--- config.mk ---
export PLATFORM = sky130hd
export DESIGN_NAME = uart_rx_frontend
export DESIGN_NICKNAME = d
export VERILOG_FILES = /design/src/rtl/uart_rx_frontend.sv
export SDC_FILE = /design/constraint.sdc
export NUM_CORES = 1
export LEC_CHECK = 0
export BUFFER_PORTS_ARGS = -buffer_cell sky130_fd_sc_hd__buf_2
export CORE_MARGIN = 1
export CORE_UTILIZATION = 30
export CTS_CLUSTER_DIAMETER = 120
export DETAILED_ROUTE_END_ITERATION = 10
export HOLD_SLACK_MARGIN = 0.02
export PLACE_DENSITY_LB_ADDON = 0.1
export SYNTH_ARGS = -nofsm -noshare
export SYNTH_HDL_FRONTEND = slang
export SYNTH_SLANG_ARGS = --single-unit
--- constraint.sdc ---
create_clock -name clk -period 3.55 [get_ports clk]
set_clock_uncertainty 0.05 [all_clocks]
set_input_delay 0.71 -clock clk [delete_from_list [all_inputs] [get_ports clk]]
set_output_delay 0.71 -clock clk [all_outputs]
set_load 0.005 [all_outputs]
--- src/rtl/uart_rx_frontend.sv ---
// 8N1 serial receive front end: 2-flop synchronizer, 3-sample mid-bit majority vote,
// framing-error detection and a stretched rx_valid strobe for an edge-clocked consumer.
module uart_rx_frontend #(
    parameter int CLKS_PER_BIT = 868,
    parameter int VALID_CYCLES = 4
) (
    input  logic       clk,
    input  logic       reset,
    input  logic       rx,
    output logic [7:0] rx_data,
    output logic       rx_valid,
    output logic       frame_err,
    output logic       rx_busy
);
    localparam int H  = CLKS_PER_BIT / 2;
    localparam int CW = $clog2(CLKS_PER_BIT);
    localparam int VW = $clog2(VALID_CYCLES + 1);
    localparam logic [CW-1:0] CNT_SA   = CW'(H - 1);
    localparam logic [CW-1:0] CNT_SB   = CW'(H);
    localparam logic [CW-1:0] CNT_VOTE = CW'(H + 1);
    localparam logic [CW-1:0] CNT_LAST = CW'(CLKS_PER_BIT - 1);

    typedef enum logic [2:0] {IDLE, START, DATA, STOP, WAIT_IDLE} state_e;

    state_e          state_q, state_d;
    logic            rx_meta_q, rx_s_q;
    logic            samp_a_q, samp_b_q;
    logic [CW-1:0]   cnt_q, cnt_d, cnt_inc;
    logic [2:0]      idx_q, idx_d;
    logic [7:0]      shreg_q, shreg_d;
    logic [7:0]      data_q, data_d;
    logic            ferr_q, ferr_d;
    logic            arm_q, arm_d;
    logic            valid_q;
    logic [VW-1:0]   vcnt_q;
    logic            vote, at_vote, at_last;

    always_ff @(posedge clk or posedge reset) begin
        if (reset) begin
            rx_meta_q <= 1'b1;
            rx_s_q    <= 1'b1;
        end else begin
            rx_meta_q <= rx;
            rx_s_q    <= rx_meta_q;
        end
    end

    // First two vote samples are registered; the third is the live rx_s at the vote edge.
    always_ff @(posedge clk or posedge reset) begin
        if (reset) begin
            samp_a_q <= 1'b1;
            samp_b_q <= 1'b1;
        end else begin
            if (cnt_q == CNT_SA) samp_a_q <= rx_s_q;
            if (cnt_q == CNT_SB) samp_b_q <= rx_s_q;
        end
    end

    assign vote    = (samp_a_q & samp_b_q) | (samp_a_q & rx_s_q) | (samp_b_q & rx_s_q);
    assign at_vote = (cnt_q == CNT_VOTE);
    assign at_last = (cnt_q == CNT_LAST);
    assign cnt_inc = at_last ? '0 : cnt_q + 1'b1;

    always_comb begin
        state_d = state_q;
        cnt_d   = cnt_q;
        idx_d   = idx_q;
        shreg_d = shreg_q;
        data_d  = data_q;
        ferr_d  = 1'b0;
        arm_d   = 1'b0;
        unique case (state_q)
            IDLE: begin
                cnt_d = '0;
                if (!rx_s_q) state_d = START;
            end
            START: begin
                cnt_d = cnt_inc;
                if (at_vote && vote) begin
                    state_d = IDLE;
                    cnt_d   = '0;
                end else if (at_last) begin
                    state_d = DATA;
                    idx_d   = '0;
                end
            end
            DATA: begin
                cnt_d = cnt_inc;
                if (at_vote) shreg_d = {vote, shreg_q[7:1]};
                if (at_last) begin
                    if (idx_q == 3'd7) state_d = STOP;
                    else               idx_d   = idx_q + 1'b1;
                end
            end
            STOP: begin
                cnt_d = cnt_inc;
                if (at_vote) begin
                    cnt_d = '0;
                    if (vote) begin
                        data_d  = shreg_q;
                        arm_d   = 1'b1;
                        // A short stop bit may already carry the next start edge.
                        state_d = rx_s_q ? IDLE : START;
                    end else begin
                        ferr_d  = 1'b1;
                        state_d = WAIT_IDLE;
                    end
                end
            end
            WAIT_IDLE: begin
                cnt_d = '0;
                if (rx_s_q) state_d = IDLE;
            end
            default: state_d = IDLE;
        endcase
    end

    always_ff @(posedge clk or posedge reset) begin
        if (reset) begin
            state_q <= IDLE;
            cnt_q   <= '0;
            idx_q   <= '0;
            shreg_q <= '0;
            data_q  <= '0;
            ferr_q  <= 1'b0;
            arm_q   <= 1'b0;
        end else begin
            state_q <= state_d;
            cnt_q   <= cnt_d;
            idx_q   <= idx_d;
            shreg_q <= shreg_d;
            data_q  <= data_d;
            ferr_q  <= ferr_d;
            arm_q   <= arm_d;
        end
    end

    // Pulse stretcher: re-arming restarts the count.
    always_ff @(posedge clk or posedge reset) begin
        if (reset) begin
            valid_q <= 1'b0;
            vcnt_q  <= '0;
        end else if (arm_q) begin
            valid_q <= 1'b1;
            vcnt_q  <= VW'(VALID_CYCLES - 1);
        end else if (vcnt_q != '0) begin
            vcnt_q  <= vcnt_q - 1'b1;
        end else begin
            valid_q <= 1'b0;
        end
    end

    assign rx_data   = data_q;
    assign rx_valid  = valid_q;
    assign frame_err = ferr_q;
    assign rx_busy   = (state_q != IDLE);
endmodule

==> results of run 1 <==
cells in the final DEF (no fill, tap or decap), drive strengths merged, types with 2 or more instances in the layout:
cell | synthesis | layout
nand3 | 9 | 9
nor3b | 3 | 3
nand2b | 2 | 2
a21oi | 7 | 7
nor2 | 16 | 16
dfstp | 4 | 4
nor3 | 6 | 6
o21ai | 12 | 12
and2b | 2 | 2
nand2 | 15 | 15
and2 | 3 | 3
nor2b | 3 | 3
buf | 4 | 14
clkbuf | 0 | 5
o31ai | 2 | 2
a22o | 5 | 5
nand4 | 3 | 3
ha | 7 | 7
mux2i | 4 | 4
or3 | 2 | 2
dfrtp | 38 | 38
inv | 14 | 15
mux2 | 17 | 17
kinds of logic after synthesis:
family / synth area share
xor+xnor: 0.00817
buf+inv: 0.0397
compound gates: 0.124
mux: 0.110
simple gates: 0.179
fa+ha+maj: 0.0461
flops: 0.493
worst reg2reg max path, cell delays in order (launching register included):
cell and delay [ns]:
dfrtp_1 0.46, ha_1 0.26, nor3b_4 0.28, nand3_2 0.17
nor3_4 0.38, mux2_2 0.39
power breakdown:
part           leakage (uW)  switching, uW  internal, uW  total (uW)
sequential         0.000558          0.763           480         481
clock             0.0000585            173           211         384
combinational      0.000535           10.3          1.92        12.2
total               0.00115            184           693         877
cell usage after synthesis, types with 2 or more instances:
library cell / n
mux2i_1: 4
dfstp_2: 4
o31ai_1: 2
or3_1: 2
nor2b_1: 3
o21ai_2: 2
nand4_1: 3
dfrtp_1: 38
a21oi_1: 7
nor3b_4: 2
mux2_2: 16
nand3_2: 2
nand3_1: 7
ha_1: 7
nor2_1: 15
and2b_1: 2
o21ai_0: 5
a22o_1: 5
o21ai_1: 5
buf_2: 2
and2_2: 2
buf_6: 2
nand2_1: 15
inv_1: 14
nand2b_1: 2
nor3_1: 5
path summary, 6_finish.rpt:
path                                    to  depth (start not counted)        from  slack [ns]
worst max-delay path               rx_busy                          2  state_q[2]        1.44
worst max register to register  rx_data[3]                          5    cnt_q[0]        1.45
worst min-delay path                rx_s_q                          0   rx_meta_q        0.31
min in group asynchronous       shreg_q[0]                          3       reset        0.49
max in group asynchronous         samp_b_q                          3       reset        2.58
worst min register to register      rx_s_q                          0   rx_meta_q        0.31
per-layer routing:
layer / global-route usage / wire length (um)
met5: 0 / 0
met4: 0.0500 / 73
met3: 0.0248 / 103
met2: 0.192 / 1840
met1: 0.160 / 1970
registers in the layout, summed over array words and instances, names as in the netlist:
name,flops
arm_q,1
state_q,3
vcnt_q,3
rx_data,8
cnt_q,10
rx_valid,1
frame_err,1
idx_q,3
rx_s_q,1
rx_meta_q,1
samp_a_q,1
shreg_q,8
samp_b_q,1
area by class of cell:
class	instances	area [um^2]
clock inverter	3	43.8
clock buffer	5	68.8
tap	96	120
multi-input combinational	132	1000
inverter	14	52.6
timing repair buffer	14	72.6
sequential	42	1060
fill	703	4420
stage by stage:
step	hold slack, ns	utilization	total power, uW	setup slack (ns)	instances
5_1_grt	0.317	0.354	910	1.26	306
2_1_floorplan	0.295	-	498	1.69	192
6_report	0.309	0.354	877	1.44	306
3_3_place_gp	0.300	0.337	503	1.53	298
4_1_cts	0.312	0.354	895	1.43	306
3_5_place_dp	0.299	0.337	504	1.44	298
==> run summary, run 1 <==
Max cap viols -> 0
Cell count after synthesis -> 192
Top Ports -> 14
Core area -> 6830 um^2
Max Slew Vio Count -> 0
PortBufs -> 13
Post-synthesis sequential area ratio -> 0.493
Global route total overflow -> 0
Lkg Pwr -> 0.00115 uW
DIE HEIGHT -> 86.5 um
Final nets -> 219
Post-detail-place hpwl -> 2850 um
Largest net degree at the start of global routing -> 43
DP Area -> 2300 um^2
Root Driver -> clkbuf_8
DRC viols -> 0
WP buf/inv -> 1
H-tree depth reported by CTS -> 2
Clock transition at path regs -> 0.08 ns
TritonCTS clock tree -> done
Routed WL -> 3990 um
Post-synthesis cell area -> 2140 um^2
Startpoint Class -> flip-flop
Max_slew headroom -> 0.640
Clock sink total -> 42
Slowest cell on the critical path -> dfrtp_1
Tmin final -> 2.11 ns
First-pass GRT wire length -> 6930 um
Die X-Extent -> 86.5 um
Syn-to-layout area delta -> 12.7%
Avg Cell Area, Syn -> 11.2 um^2
Die Area -> 7490 um^2
Min-Delay Path Class -> reg2reg
Layout cells sized above 1 -> 0.286
Worst setup EP type -> output pin
CTS resizes -> 0
Number of cell rows -> 30
Critical-path maximum fanout -> 14
Number of global-route vias before repair -> 1,491
EDFF count, synth -> 0
Gr usage total -> 0.120
Crit share post-route -> 0.594
Final hold viol count -> 0
Total CTS buffers -> 5
Main flop type after synthesis -> dfrtp_1
Post-DRT Antenna Nets -> 0
Synth area leader -> dfrtp_1
Number of synthesized register bits -> 42
Synth top area cells -> dfrtp_1, mux2_2, dfstp_2, ha_1, nand2_1
Worst Setup Path Type -> reg2out
CP max stage delay -> 0.55 ns
Clock Latency Late Sink -> 0.29 ns
Top cell family by delay on the critical path -> flip-flops
Unrepaired setup endpoints after global routing -> false
Worst path required time -> 2.79 ns
Worst Max-Slew Pin Slew -> 0.540 ns
Via-to-Cell Ratio -> 4.66
DRT iter0 DRCs -> 65
Vias -> 1,426
Power density over the cells -> 363 nW/um^2
Final TNS setup -> 0 ns
Antenna violations before repair -> 0
VDD IR-drop max -> 0.152 mV
Status -> completed
Post-synth top area share -> 0.444
CTS Buffer Depth -> 2
DR pass1 iterations -> 4
Syn_nets -> 202
CP Data Arrival Time -> 1.35 ns
Starting density of the core -> 0.314
Crit-path cells -> or3_1, buf_2
Diode count -> 0
Final Instance Area -> 2420 um^2
Setup Fix Bufs, Post-CTS -> 0
Distinct cell type count after synthesis -> 45
Async SR Flop Fraction -> 1.00
Final setup violation count -> 0
DR WL/cell -> 13.0 um
Routability cong. -> 0.781
Synth warn -> 0
Hold-fix buffers, CTS -> 0
Highest clock rate -> 474 MHz
Note: power is estimated with default switching activity, not from simulation.
==> run 2, diff against run 1 <==
==> constraint.sdc (replaced) <==
create_clock -name clk -period 1.7 [get_ports clk]
set_clock_uncertainty 0.05 [all_clocks]
set_input_delay 0.34 -clock clk [delete_from_list [all_inputs] [get_ports clk]]
set_output_delay 0.34 -clock clk [all_outputs]
set_load 0.005 [all_outputs]
==> run 2 against run 1 <==
Compared with the run above:
- the run now ends with negative setup slack left
- cell count up 12%
- global-route usage up 1.3 points
- utilization up 6.0 points
- sequential cell count unchanged
- worst setup slack worse by 1.5 ns
- register-to-register slack worse by 1.5 ns
- first-iteration DRC count down 6.2%
- clock power up 77%
- largest cell class is now multi-input gates
- non-clock buffer count up 38
- final area up 17%
- sequential power up 110%
- routed wire length up 11%
- highest routed layer unchanged
==> run summary, run 2 (same netlist as run 1, synthesis figures left out) <==
Status -> finished with violations
Failing checks -> negative setup slack
CP Data Arrival Time -> 1.93 ns
Gr usage total -> 0.134
Starting density of the core -> 0.314
Core Util, Final -> 0.414
First-pass GRT wire length -> 7760 um
Unrepaired setup endpoints after global routing -> true
Crit-path cells -> and4bb_2, buf_6, o2111ai_4, a31oi_4, nor2_4, a22o_1
Max Slew Vio Count -> 0
Clock transition at path regs -> 0.09 ns
Worst path required time -> 1.84 ns
Met3 WL -> 143 um
Routed WL -> 4440 um
Dpl cells -> 332
DR pass1 iterations -> 4
Hold-fix buffers, CTS -> 0
Via-to-Cell Ratio -> 4.70
Worst Max-Slew Pin Slew -> 0.505 ns
Die X-Extent -> 86.5 um
Final nets -> 257
Core area -> 6830 um^2
FF+latch area -> 1060 um^2
DR top layer -> met4
Post-DRT Antenna Nets -> 0
Reg with most FFs -> cnt_q
Worst setup EP type -> flip-flop
Detail Route met2 WL -> 2150 um
Vias -> 1,616
Post-route setup slack -> -0.0867 ns
Tmin final -> 1.79 ns
Lkg Pwr -> 0.00137 uW
Syn-to-layout area delta -> 31.9%
Highest clock rate -> 560 MHz
R2r setup slk -> -0.09 ns
Final setup violation count -> 20
Worst Setup Path Type -> reg2reg
Startpoint Class -> flip-flop
Worst Setup SP -> cnt_q[9]
DP Area -> 2590 um^2
Top cell family by delay on the critical path -> compound AO/OA/AOI/OAI gates
WP buf/inv -> 1
Most common library cell in the layout ignoring fill and taps -> dfrtp_1
Layout cells sized above 1 -> 0.444
M1 wire length -> 2070 um
Filler cells -> 671
Die Area -> 7490 um^2
Diode count -> 0
DRC viols -> 0
DR WL/cell -> 12.9 um
Global route total overflow -> 0
Max cap viols -> 0
Number of cell rows -> 30
Final hold viol count -> 0
Area of the multi-input gates -> 1100 um^2
Top Ports -> 14
VDD IR-drop max -> 0.252 mV
Slowest cell on the critical path -> dfrtp_1
Commonest non-fill, non-tap cells in the layout -> dfrtp_1, buf_4, nand2_1, inv_1, nor2_1
Total CTS buffers -> 5
Post-detail-place hpwl -> 3230 um
Antenna violations before repair -> 0
Clock Latency Late Sink -> 0.30 ns
Post-route insts no fill -> 344
Largest net degree at the start of global routing -> 43
H-tree depth reported by CTS -> 2
PortBufs -> 13
Critical-path maximum fanout -> 7
Fin Hold WS -> 0.0391 ns
Max reg flops -> 10
TritonCTS clock tree -> done
RR Startpoint -> cnt_q[9]
Max_slew headroom -> 0.663
Min-Delay Path Class -> in2async
CP max stage delay -> 0.39 ns
Number of global-route vias before repair -> 1,671
Root Driver -> clkbuf_8
Power density over the cells -> 606 nW/um^2
Final Instance Area -> 2830 um^2
Final TNS setup -> -0.826 ns
Clock sink total -> 42
Routability cong. -> 0.745
CTS Buffer Depth -> 2
Crit share post-route -> 1.05
DIE HEIGHT -> 86.5 um
DRT iter0 DRCs -> 61
[run 2: changes by cell type in the layout (fill, tap and decap cells not counted), sizes merged]
cell,previous run,this run
buf,14,52
bufinv,1,0
clkinvlp,0,1
[run 2: metrics by stage]
stage / setup slack [ns] / power (uW)
2_1_floorplan: -0.145 / 1040
3_3_place_gp: -0.0944 / 1060
3_5_place_dp: -0.0967 / 1060
4_1_cts: -0.0755 / 1740
5_1_grt: -0.170 / 1800
6_report: -0.0867 / 1710
[run 2: layout make-up]
cell class,count,area share
flip-flops and latches,42,0.374
clock inverters,3,0.00885
clock buffers,5,0.0243
well taps,96,0.0425
multi-input cells,132,0.390
repair buffers,52,0.142
inverters,14,0.0186
[run 2: final timing paths]
path                              end  cells after the start
max in group asynchronous    samp_b_q                      3
max reg2reg                  cnt_q[4]                      6
min reg2reg                    rx_s_q                      0
min in group clk            rx_meta_q                      1
min                        rx_data[0]                      3
max                          cnt_q[4]                      6
[run 2: timing repair]
item | in CTS | in global routing
setup endpoints to repair | 20 | 31
setup buffers | 3 | 1
gates resized for setup | 15 | 14
gates cloned | 0 | 0
pin swaps | 7 | 8
hold endpoints to repair | 0 | 0
[run 2: metal layers]
metal | vias to the layer above | GRT usage
li1 | 782 | -
met1 | 795 | 0.171
met2 | 33 | 0.216
met3 | 6 | 0.0305
met4 | 0 | 0.0621
met5 | - | 0
[run 2: where the power goes]
group,internal [uW],switching [uW],total (uW),leakage (uW)
Clock,297,381,678,0.0000447
Sequential,1000,1.11,1000,0.000557
Combinational,8.73,23.3,32.1,0.000767
Total,1310,406,1710,0.00137
[run 2: worst min-delay path: cells and delay by family]
| family | cells | cell delay (ns) |
|---|---|---|
| buf+inv | 3 | 0.41 |
==> run 3, diff against run 2 <==
--- a/config.mk
+++ b/config.mk
@@ -12,6 +12,7 @@
 export DETAILED_ROUTE_END_ITERATION = 10
 export HOLD_SLACK_MARGIN = 0.02
 export PLACE_DENSITY_LB_ADDON = 0.1
+export RECOVER_POWER = 25
 export SYNTH_ARGS = -nofsm -noshare
 export SYNTH_HDL_FRONTEND = slang
 export SYNTH_SLANG_ARGS = --single-unit
==> run 3 against run 2 <==
Compared with the run above:
- the run still ends with negative setup slack left
- worst setup slack lost 0.0027 ns
- non-clock buffer count is the same
- largest cell class unchanged
- critical endpoint unchanged
- utilization shrank 0.22 points
- highest routed layer unchanged
- critical path depth is the same
- clock power is essentially flat
- routed wire length shrank 0.29%
- fmax shrank 0.15%
==> run summary, run 3 (same netlist as run 1, synthesis figures left out) <==
Worst Setup SP -> cnt_q[9]
Worst path required time -> 1.84 ns
Starting density of the core -> 0.314
Antenna violations before repair -> 0
CP max stage delay -> 0.39 ns
Failing checks -> negative setup slack
DR pass1 iterations -> 5
Max Slew Vio Count -> 0
Worst setup EP type -> flip-flop
Post-route setup slack -> -0.0893 ns
Post-detail-place hpwl -> 3230 um
DRC viols -> 0
Largest net degree at the start of global routing -> 43
Final nets -> 257
Final setup violation count -> 20
Min-Delay Path Class -> in2reg
Max reg flops -> 10
VDD IR-drop max -> 0.251 mV
Number of cell rows -> 30
R2r setup slk -> -0.09 ns
Min-delay src -> rx
Number of global-route vias before repair -> 1,671
FF+latch area -> 1060 um^2
Die Area -> 7490 um^2
Top Ports -> 14
CTS Buffer Depth -> 2
First-pass GRT wire length -> 7760 um
Hold-fix buffers, CTS -> 0
Via-to-Cell Ratio -> 4.69
Dpl ws -> -0.0967 ns
Critical-path maximum fanout -> 7
DRT iter0 DRCs -> 60
Gr usage total -> 0.134
Global route total overflow -> 0
H-tree depth reported by CTS -> 2
Crit share post-route -> 1.05
Worst Setup EP -> cnt_q[4]
Post-DRT Antenna Nets -> 0
TritonCTS clock tree -> done
Filler cells -> 672
Power density over the cells -> 606 nW/um^2
Core area -> 6830 um^2
Unrepaired setup endpoints after global routing -> true
Syn-to-layout area delta -> 31.2%
Diode count -> 0
Worst Max-Slew Pin Slew -> 1.03 ns
Routed WL -> 4430 um
PortBufs -> 13
Clock Latency Late Sink -> 0.30 ns
Vias -> 1,614
Max cap viols -> 0
CP Data Arrival Time -> 1.93 ns
Area of the multi-input gates -> 1100 um^2
Worst Setup Path Type -> reg2reg
Worst Reg-to-Reg Cells -> 6
Slowest cell on the critical path -> dfrtp_1
Total CTS buffers -> 5
Most common library cell in the layout ignoring fill and taps -> dfrtp_1
RR Startpoint -> cnt_q[9]
Tmin final -> 1.79 ns
Startpoint Class -> flip-flop
Root Driver -> clkbuf_8
Max_slew headroom -> 0.315
Reg with most FFs -> cnt_q
Total power -> 1710 uW
Die X-Extent -> 86.5 um
Crit-path cells -> and4bb_2, buf_6, o2111ai_4, a31oi_4, nor2_4, a22o_1
Reg2reg end -> cnt_q[4]
Clock sink total -> 42
DR WL/cell -> 12.9 um
DIE HEIGHT -> 86.5 um
Layout cells sized above 1 -> 0.444
Status -> finished with violations
Commonest non-fill, non-tap cells in the layout -> dfrtp_1, buf_4, nand2_1, inv_1, nor2_1
Routability cong. -> 0.745
Clock transition at path regs -> 0.09 ns
Final hold viol count -> 0
Highest clock rate -> 559 MHz
Lkg Pwr -> 0.00136 uW
Fin Hold WS -> 0.0824 ns
[run 3: cell count changes in the layout (fill, tap and decap cells not counted), sizes merged]
cell	change
buf	-1
clkbuf	+1
[run 3: how the worst min path moves through the flow]
| stage | end | cells after the start |
|---|---|---|
| floorplan | rx_meta_q | 0 |
| global placement | rx_s_q | 0 |
| detailed placement | rx_s_q | 0 |
| CTS | rx_data[0] | 3 |
| global route | rx_meta_q | 1 |
| finish | rx_meta_q | 1 |
[run 3: metal layers]
layer  global-route usage  share of wire
met4               0.0621          0.017
met3               0.0305          0.031
met5                    0              0
met1                0.171           0.47
met2                0.216           0.48
[run 3: final cells by class]
| class | instances | share of cell area |
|---|---|---|
| multi-input combinational | 132 | 0.392 |
| sequential | 42 | 0.376 |
| timing repair buffer | 52 | 0.137 |
| tap | 96 | 0.0427 |
| clock buffer | 5 | 0.0245 |
| inverter | 14 | 0.0187 |
| clock inverter | 3 | 0.00890 |
[run 3: worst max-delay path: cells and delay by family (launching register included)]
kind,cells,cell delay (ns)
compound gates,3,0.70
buf+inv,1,0.12
flops,1,0.39
simple gates,2,0.43
[run 3: metrics by stage]
stage	cells	area (um^2)	util	TNS [ns]
CTS	343	2760	0.404	-0.939
floorplan	192	2150	-	-1.27
finish	344	2810	0.412	-0.855
detailed placement	332	2590	0.379	-0.909
global placement	332	2590	0.379	-0.585
global route	344	2810	0.412	-2.85
[run 3: where the power goes]
part           total, uW  internal [uW]  leakage [uW]  switching (uW)
combinational       26.9           4.64      0.000762            22.3
clock                675            297     0.0000447             378
sequential          1000           1000      0.000557            1.04
[run 3: timing repair]
| item | in CTS | in global routing |
|---|---|---|
| setup buffers | 3 | 1 |
| setup endpoints to repair | 20 | 31 |
| pin swaps | 7 | 8 |
| gates resized for setup | 15 | 14 |
